**src/rtl/stopwatch_counter.sv**
```systemverilog
// BCD mm:ss stopwatch with run/pause/adjust FSM, driven by 1 Hz count and 2 Hz adjust ticks.
// Latency: digits update on the edge where a tick is detected; no backpressure, and ticks are dropped unless they apply.
module stopwatch_counter #(
    parameter int MAX_MIN = 59
) (
    input  logic       i_clk_ref,
    input  logic       i_clk_res_n,
    input  logic       i_clk_1hz,
    input  logic       i_clk_2hz,
    input  logic       i_pause_p,
    input  logic       i_clear_p,
    input  logic       i_adj,
    input  logic       i_sel,
    output logic [3:0] o_min_tens,
    output logic [3:0] o_min_ones,
    output logic [3:0] o_sec_tens,
    output logic [3:0] o_sec_ones,
    output logic       o_blank_min,
    output logic       o_blank_sec,
    output logic       o_running,
    output logic       o_wrap
);

    typedef enum logic [1:0] {ST_PAUSE, ST_RUN, ST_ADJUST} state_t;

    localparam logic [3:0] MAX_MT = 4'(MAX_MIN / 10);
    localparam logic [3:0] MAX_MO = 4'(MAX_MIN % 10);

    state_t     r_state;
    state_t     w_state_nxt;
    logic       r_1hz_q;
    logic       r_2hz_q;
    logic [3:0] r_mt, r_mo, r_st, r_so;
    logic [3:0] w_mt_nxt, w_mo_nxt, w_st_nxt, w_so_nxt;
    logic       r_wrap;
    logic       w_wrap_nxt;
    logic       w_tick_1hz, w_tick_2hz;
    logic       w_run_tick, w_adj_tick;
    logic       w_inc_sec, w_inc_min;
    logic       w_sec_max, w_min_max;

    assign w_tick_1hz = i_clk_1hz & ~r_1hz_q;
    assign w_tick_2hz = i_clk_2hz & ~r_2hz_q;
    assign w_run_tick = (r_state == ST_RUN) && w_tick_1hz;
    assign w_adj_tick = (r_state == ST_ADJUST) && w_tick_2hz;
    assign w_sec_max  = (r_st == 4'd5) && (r_so == 4'd9);
    assign w_min_max  = (r_mt == MAX_MT) && (r_mo == MAX_MO);
    // Seconds carry into minutes only while running; adjust edits one field in isolation.
    assign w_inc_sec  = w_run_tick || (w_adj_tick && !i_sel);
    assign w_inc_min  = (w_run_tick && w_sec_max) || (w_adj_tick && i_sel);
    assign w_wrap_nxt = w_run_tick && w_sec_max && w_min_max && !i_clear_p;

    always_comb begin
        w_state_nxt = r_state;
        case (r_state)
            ST_PAUSE: begin
                if (i_adj)          w_state_nxt = ST_ADJUST;
                else if (i_pause_p) w_state_nxt = ST_RUN;
            end
            ST_RUN: begin
                if (i_adj)          w_state_nxt = ST_ADJUST;
                else if (i_pause_p) w_state_nxt = ST_PAUSE;
            end
            ST_ADJUST: begin
                if (!i_adj)         w_state_nxt = ST_PAUSE;
            end
            default:                w_state_nxt = ST_PAUSE;
        endcase
    end

    always_comb begin
        w_mt_nxt = r_mt;
        w_mo_nxt = r_mo;
        w_st_nxt = r_st;
        w_so_nxt = r_so;
        if (i_clear_p) begin
            w_mt_nxt = 4'd0;
            w_mo_nxt = 4'd0;
            w_st_nxt = 4'd0;
            w_so_nxt = 4'd0;
        end else begin
            if (w_inc_sec) begin
                if (r_so == 4'd9) begin
                    w_so_nxt = 4'd0;
                    w_st_nxt = (r_st == 4'd5) ? 4'd0 : r_st + 4'd1;
                end else begin
                    w_so_nxt = r_so + 4'd1;
                end
            end
            if (w_inc_min) begin
                if (w_min_max) begin
                    w_mt_nxt = 4'd0;
                    w_mo_nxt = 4'd0;
                end else if (r_mo == 4'd9) begin
                    w_mo_nxt = 4'd0;
                    w_mt_nxt = r_mt + 4'd1;
                end else begin
                    w_mo_nxt = r_mo + 4'd1;
                end
            end
        end
    end

    // Edge registers reset high so a level already high at release is not a tick.
    always_ff @(posedge i_clk_ref or negedge i_clk_res_n) begin
        if (!i_clk_res_n) begin
            r_state <= ST_PAUSE;
            r_1hz_q <= 1'b1;
            r_2hz_q <= 1'b1;
            r_mt    <= 4'd0;
            r_mo    <= 4'd0;
            r_st    <= 4'd0;
            r_so    <= 4'd0;
            r_wrap  <= 1'b0;
        end else begin
            r_state <= w_state_nxt;
            r_1hz_q <= i_clk_1hz;
            r_2hz_q <= i_clk_2hz;
            r_mt    <= w_mt_nxt;
            r_mo    <= w_mo_nxt;
            r_st    <= w_st_nxt;
            r_so    <= w_so_nxt;
            r_wrap  <= w_wrap_nxt;
        end
    end

    assign o_min_tens  = r_mt;
    assign o_min_ones  = r_mo;
    assign o_sec_tens  = r_st;
    assign o_sec_ones  = r_so;
    assign o_running   = (r_state == ST_RUN);
    assign o_wrap      = r_wrap;
    assign o_blank_sec = (r_state == ST_ADJUST) && !i_sel && r_2hz_q;
    assign o_blank_min = (r_state == ST_ADJUST) &&  i_sel && r_2hz_q;

endmodule

```
**config.mk**
```make
export PLATFORM = sky130hd
export DESIGN_NAME = stopwatch_counter
export DESIGN_NICKNAME = d
export VERILOG_FILES = /design/src/rtl/stopwatch_counter.sv
export SDC_FILE = /design/constraint.sdc
export NUM_CORES = 1
export LEC_CHECK = 0
export ABC_AREA = 1
export BUFFER_PORTS_ARGS = -buffer_cell sky130_fd_sc_hd__buf_4
export CAP_MARGIN = 15
export CORE_MARGIN = 2
export CORE_UTILIZATION = 45
export DETAILED_ROUTE_END_ITERATION = 8
export PLACE_DENSITY = 0.67
export SYNTH_ARGS = -nofsm -noshare
export SYNTH_HDL_FRONTEND = slang
export SYNTH_SLANG_ARGS = --single-unit
export TNS_END_PERCENT = 50
```
**constraint.sdc**
```tcl
create_clock -name i_clk_ref -period 3.5 [get_ports i_clk_ref]
set_input_delay 0.175 -clock i_clk_ref [delete_from_list [all_inputs] [get_ports i_clk_ref]]
set_output_delay 0.175 -clock i_clk_ref [all_outputs]
set_load 0.05 [all_outputs]
```
# After elaboration in Yosys (flattened, before gate mapping)
# Cells that the tools add are included.
[totals] regBits=21 elab_cells=71
[classes] n_addsub=4 eq_ne=9 n_mux=21 bitwise_logic=4 reduce_logical=25
[ops] op="$mux 4" n=15
[ops] op="$add 4x1->4 const B" n=4
[ops] op="$logic_and 1x1->1" n=13
[ops] op="$mux 2" n=5
[ops] op="$eq 4x3->1 const B" n=2
[ops] op="$eq 4x4->1 const B" n=2
[ops] op="$ne 3x3->1 const B" n=2
[ops] op="$pmux 2 s3" n=1
[ops] op="$reduce_bool 2->1" n=3
[ops] op="$reduce_and 2->1" n=2
[ops] op="$reduce_and 3->1" n=1
[ops] op="$reduce_bool 3->1" n=1
[ops] op="$and 1x1->1" n=2
[ops] op="$eq 2x1->1 const B" n=1
[ops] op="$eq 2x2->1 const B" n=1
[ops] op="$logic_not 1->1" n=2
[ops] op="$logic_not 2->1" n=1
[ops] op="$logic_or 1x1->1" n=2
[ops] op="$ne 2x2->1 const B" n=1
[ops] op="$not 1->1" n=2

# Longest topological paths before layout
[logic_depth] ltp_word=7 mapped_depth=10

# Worst setup path after synthesis
# OpenSTA, ideal clock, no wires.
[synth_timing] kind="register -> output" startpoint="register r_state[0]" endpoint="output port o_blank_min" arrival_time_ns=1.673 required_time_ns=3.325 slack_ns=1.652 stages_incl_launch_ff=4 path_buffers=0 path_cell_list="dfrtp_1 nor2_2 inv_1 nor3_1"
[synth_between] elab_chain_len=3
[synth_lines] element="start, declared" line_no="29" text="state_t r_state;"
[synth_lines] element="start signal, assigned" line_no="116" text="r_state <= w_state_nxt;"
[synth_lines] element="$eq 2x2->1" line_no="134" text="assign o_blank_min = (r_state == ST_ADJUST) && i_sel && r_2hz_q;"
[synth_lines] element="$logic_and 1x1->1 (2 in a row)" line_no="134"
[synth_lines] element="end, declared" line_no="18" text="output logic o_blank_min,"
# No other way between the ends.

# Final worst setup path
[layout_timing] startpoint="register r_so[1] (netlist: o_sec_ones[1])" endpoint="register r_mt[2] (netlist: o_min_tens[2])"
[layout_between] elab_chain_len=6
[layout_lines] element="start, declared" line_no="33" text="logic [3:0] r_mt, r_mo, r_st, r_so;"
[layout_lines] element="start signal, assigned" line_no="122" text="r_so <= w_so_nxt;"
[layout_lines] element="$eq 4x4->1" line_no="46" text="assign w_sec_max = (r_st == 4'd5) && (r_so == 4'd9);"
[layout_lines] element="$logic_and 1x1->1" line_no="46"
[layout_lines] element="$logic_and 1x1->1" line_no="50" text="assign w_inc_min = (w_run_tick && w_sec_max) || (w_adj_tick && i_sel);"
[layout_lines] element="$logic_or 1x1->1" line_no="50"
[layout_lines] element="$reduce_bool 2->1 (no source line)"
[layout_lines] element="$reduce_and 2->1 (no source line)"
[layout_lines] element="end signal, assigned" line_no="119" text="r_mt <= w_mt_nxt;"
[layout_lines] element="end, declared" line_no="33"
# No other way between the ends.
# A chain may end at the register's enable or synchronous reset.

==> results.md <==
- Starting Density: 48.0%
- Hold Path Depth: 2
- Final hold vios: 0
- Switching share of power: approximately 40%
- Outcome: completed
- PortBufs: 27
- Critical Path, Cell by Cell: inv_1 > ha_1 > nand2_1 > nor2_1 > nand3_2 > nand3_2 > nand2_1 > nand2_1 > nand2_1
- Number of synthesized register bits: 21
- Post-synth design cell area: 1210 sq um
- Die Y: 55.9 um
- Clock Path Buffers: 2
- Post-Syn Area per Cell: about 8.3 sq um
- Yosys cell types: 28
- Top cells by area, synth: dfrtp_1, nand2_1, ha_1, nand3_1, inv_1
- Power Total: 0.000632 W
- Max-cap violations: 0
- Site Rows: 18
- Worst path slowest cell: dfrtp_1
- Final Max Tran Viols: 0
- IO Pins: 28
- Setup-failing EPs final: 0
- DR WL/cell: around 11 um
- Cts repair resizes: 0
- Sequential share of power: between 40% and 50%
- # fillers: 235
- HPWL after DPL: roughly 1.8 mm
- Clock latency on the worst-skew pair: 0.30 ns
- Syn-to-layout area delta: 23.6%
- Antenna violations before repair: 0
- Top-count cell post-synth: nand2_1
- Register area share after synthesis: between 40% and 50%
- Vias per Instance: 4.85
- CTS Buf Count: 3
- Startpoint type of the worst setup path: register
- Worst r2r src: o_sec_ones[1]
- Min-delay worst type: primary input to register
- Worst-margin pin slew: ~0.28 ns
- Antenna diodes: 0
- Crit Path Max Fanout: 11
- Synth Flop Type: dfrtp_1
- R2R Setup Slk: 1.92 ns
- # DRC: 0
- Reg2reg path depth: 9
- Clock-pin slew on the worst setup and hold paths: 0.12 ns
- Gpl congestion: between 0.7 and 0.8
- Period utilization: a little under half
- Combinational power share: around a third
- Setup Fix Bufs, Post-CTS: 0
- Chip width: ~56 um
- Clk network pwr share: between 10% and 20%
- Place WS: between 1.5 and 2 ns
- Clk_skew: ~0.0068 ns
- Fraction of registers with async set/reset: 100%
- DRT iter0 DRCs: 25
- Reg2reg end: o_min_tens[2]
- Post-Syn Instances: 145
- Crit Path Category: register to register
- Post-DP Area: approximately 1400 sq um
- Core Region: approximately 2500 sq um
- Hold Path End: r_state[0]
- Fmax achieved: ~630 MHz
- Pint: between 0.0003 and 0.0004 W
- Final Cell Area: approximately 1500 sq um
- RSZ-0062 raised after global routing: false
- Number of global-route vias before repair: around 980
- Mapped Nets: 161
- Pleak: 0.804 nW
- Area of the die: slightly above 3000 sq um
- Net switching power: roughly 0.00025 W
- Fin crit period: 1.58 ns
- Grt total ovfl: 0
- WP data arrival: ~1.8 ns
- Share of cells above drive strength 1: between 20% and 30%
- First-pass GRT wire length: approximately 4.2 mm
- Ys Warns: 0
- Most used cell, CP: nand2_1
- Via count: between 1000 and 1500
- Wirelength, routed: around 2.3 mm
- TritonRoute pass-1 iters: 4
- GRT Util Overall: between 10% and 20%
- Final WS setup: around 1.9 ns
- Beginning of the worst hold path: i_adj
- Final hold slack: 0.0210 ns
- VDD IR-drop max: around 0.22 mV
- CTS tree: built
- Fin nets: ~200
- Slew HR: between 80 and 90%
- Number of synthesized flops with an enable pin: 0
- Power per cell area: about 420 nW/um^2
- Maximum number of pins on one net before global-route repair: 22
- Clock tree sinks: 21
- Htree depth: 1
- Area share of the largest cell type after synthesis: roughly two fifths
- Slowest Stage Delay on Critical Path: about 0.43 ns
- Post-route setup TNS: 0 ns
- CP required: 3.70 ns
- CP Capture Type: register
- Post-route ant nets: 0
- Commonest cells post-synth: nand2_1, dfrtp_1, inv_1, nor2_1, nand3_1
- Area leader, netlist: dfrtp_1
- CTS root buf: clkbuf_4
==> power groups by stage <==
stage / Sequential (W) / Clock, W / Combinational, W
6_report: 0.000299 / 0.000120 / 0.000213
5_1_grt: 0.000305 / 0.000133 / 0.000235
2_1_floorplan: 0.000373 / 0 / 0.0000757
3_3_place_gp: 0.000302 / 0 / 0.000208
3_5_place_dp: 0.000304 / 0 / 0.000213
4_1_cts: 0.000299 / 0.000126 / 0.000216
==> sequential cells by signal (all words and copies together), names as in the netlist <==
register / flops
o_min_ones: 4
o_min_tens: 4
o_sec_ones: 4
o_sec_tens: 4
r_state: 2
o_wrap: 1
r_1hz_q: 1
r_2hz_q: 1
==> area by class of cell <==
class                      count  area [sq um]  area share [%]
timing repair buffer          30           233            15.6
sequential                    21           528            35.3
multi-input combinational    105           603            40.3
clock buffer                   4          26.3            1.76
tap                           30          37.5            2.51
inverter                      18          67.6            4.52
==> metal layers <==
metal	vias up	part of all wire, %	wire [um]	global-route usage [%]
met5	-	0	0	0
met4	0	0.52	12	5.10
met3	2	4.3	99	2.33
met2	23	46	1060	27.4
met1	453	50	1150	22.3
li1	531	-	-	-
==> critical path, delay by kind of cell, from the launching register on <==
family	cells	cell delay (ns)
adder cells (fa/ha/maj)	1	0.14
flip-flops	1	0.43
buffers and inverters	1	0.08
AND/OR/NAND/NOR	7	0.82
==> worst max path at each step <==
| stage | endpoint | cells past startpoint | slack, ns | from |
|---|---|---|---|---|
| detailed placement | o_min_tens[1] | 9 | 1.95 | o_sec_ones[1] |
| global placement | o_min_tens[0] | 9 | 2.00 | o_sec_ones[1] |
| finish | o_min_tens[2] | 9 | 1.92 | o_sec_ones[1] |
| CTS | o_blank_min | 4 | 1.92 | r_state[0] |
| global route | o_min_tens[3] | 9 | 1.74 | o_sec_ones[1] |
| floorplan | o_blank_min | 3 | 1.65 | r_state[0] |
==> repair_timing <==
action / 4_1_cts / 5_1_grt
hold endpoints to repair: 23 / 0
setup endpoints to repair: 0 / 0
hold buffers: 3 / 0
==> per-stage QoR <==
step                      util (%)  instances
final                         59.3        208
after global routing          59.3        208
after CTS                     59.3        208
after detailed placement      57.0        201
after global placement        57.0        201
after floorplan                  -        145
==> layout by cell type (no fill, tap or decap) <==
| cell type | count |
|---|---|
| nand3_2 | 2 |
| nand2_1 | 37 |
| nor3b_1 | 1 |
| ha_1 | 8 |
| nor4_1 | 1 |
| nand3_1 | 12 |
| xnor2_1 | 3 |
| o21ai_2 | 1 |
| dfstp_2 | 2 |
| mux2i_1 | 1 |
| clkbuf_4 | 3 |
| nand2_4 | 2 |
| a21oi_1 | 1 |
| o22ai_1 | 1 |
| nand4_2 | 1 |
| nand3b_1 | 1 |
| nand4_1 | 2 |
| nor2_4 | 1 |
| dfrtp_1 | 19 |
| xor2_1 | 3 |
| nor2_2 | 2 |
| buf_4 | 27 |
| nor2_1 | 16 |
| nand2_2 | 1 |
| clkbuf_1 | 1 |
| inv_1 | 16 |
| dlygate4sd3_1 | 3 |
| a21boi_0 | 1 |
| o21ai_1 | 4 |
| nor3_1 | 3 |
| inv_2 | 2 |
==> cells by family (layout without fill, tap and decap cells) <==
| group | Yosys count | after routing | synth area share, % |
|---|---|---|---|
| AND/OR/NAND/NOR | 82 | 82 | 32.5 |
| flip-flops | 21 | 21 | 43.6 |
| buffers and inverters | 19 | 52 | 6.52 |
| adder cells (fa/ha/maj) | 8 | 8 | 8.27 |
| AO/OA/AOI/OAI | 8 | 8 | 3.93 |
| XOR/XNOR | 6 | 6 | 4.34 |
| multiplexers | 1 | 1 | 0.827 |
No activity file was read; power rests on OpenSTA's default activity.
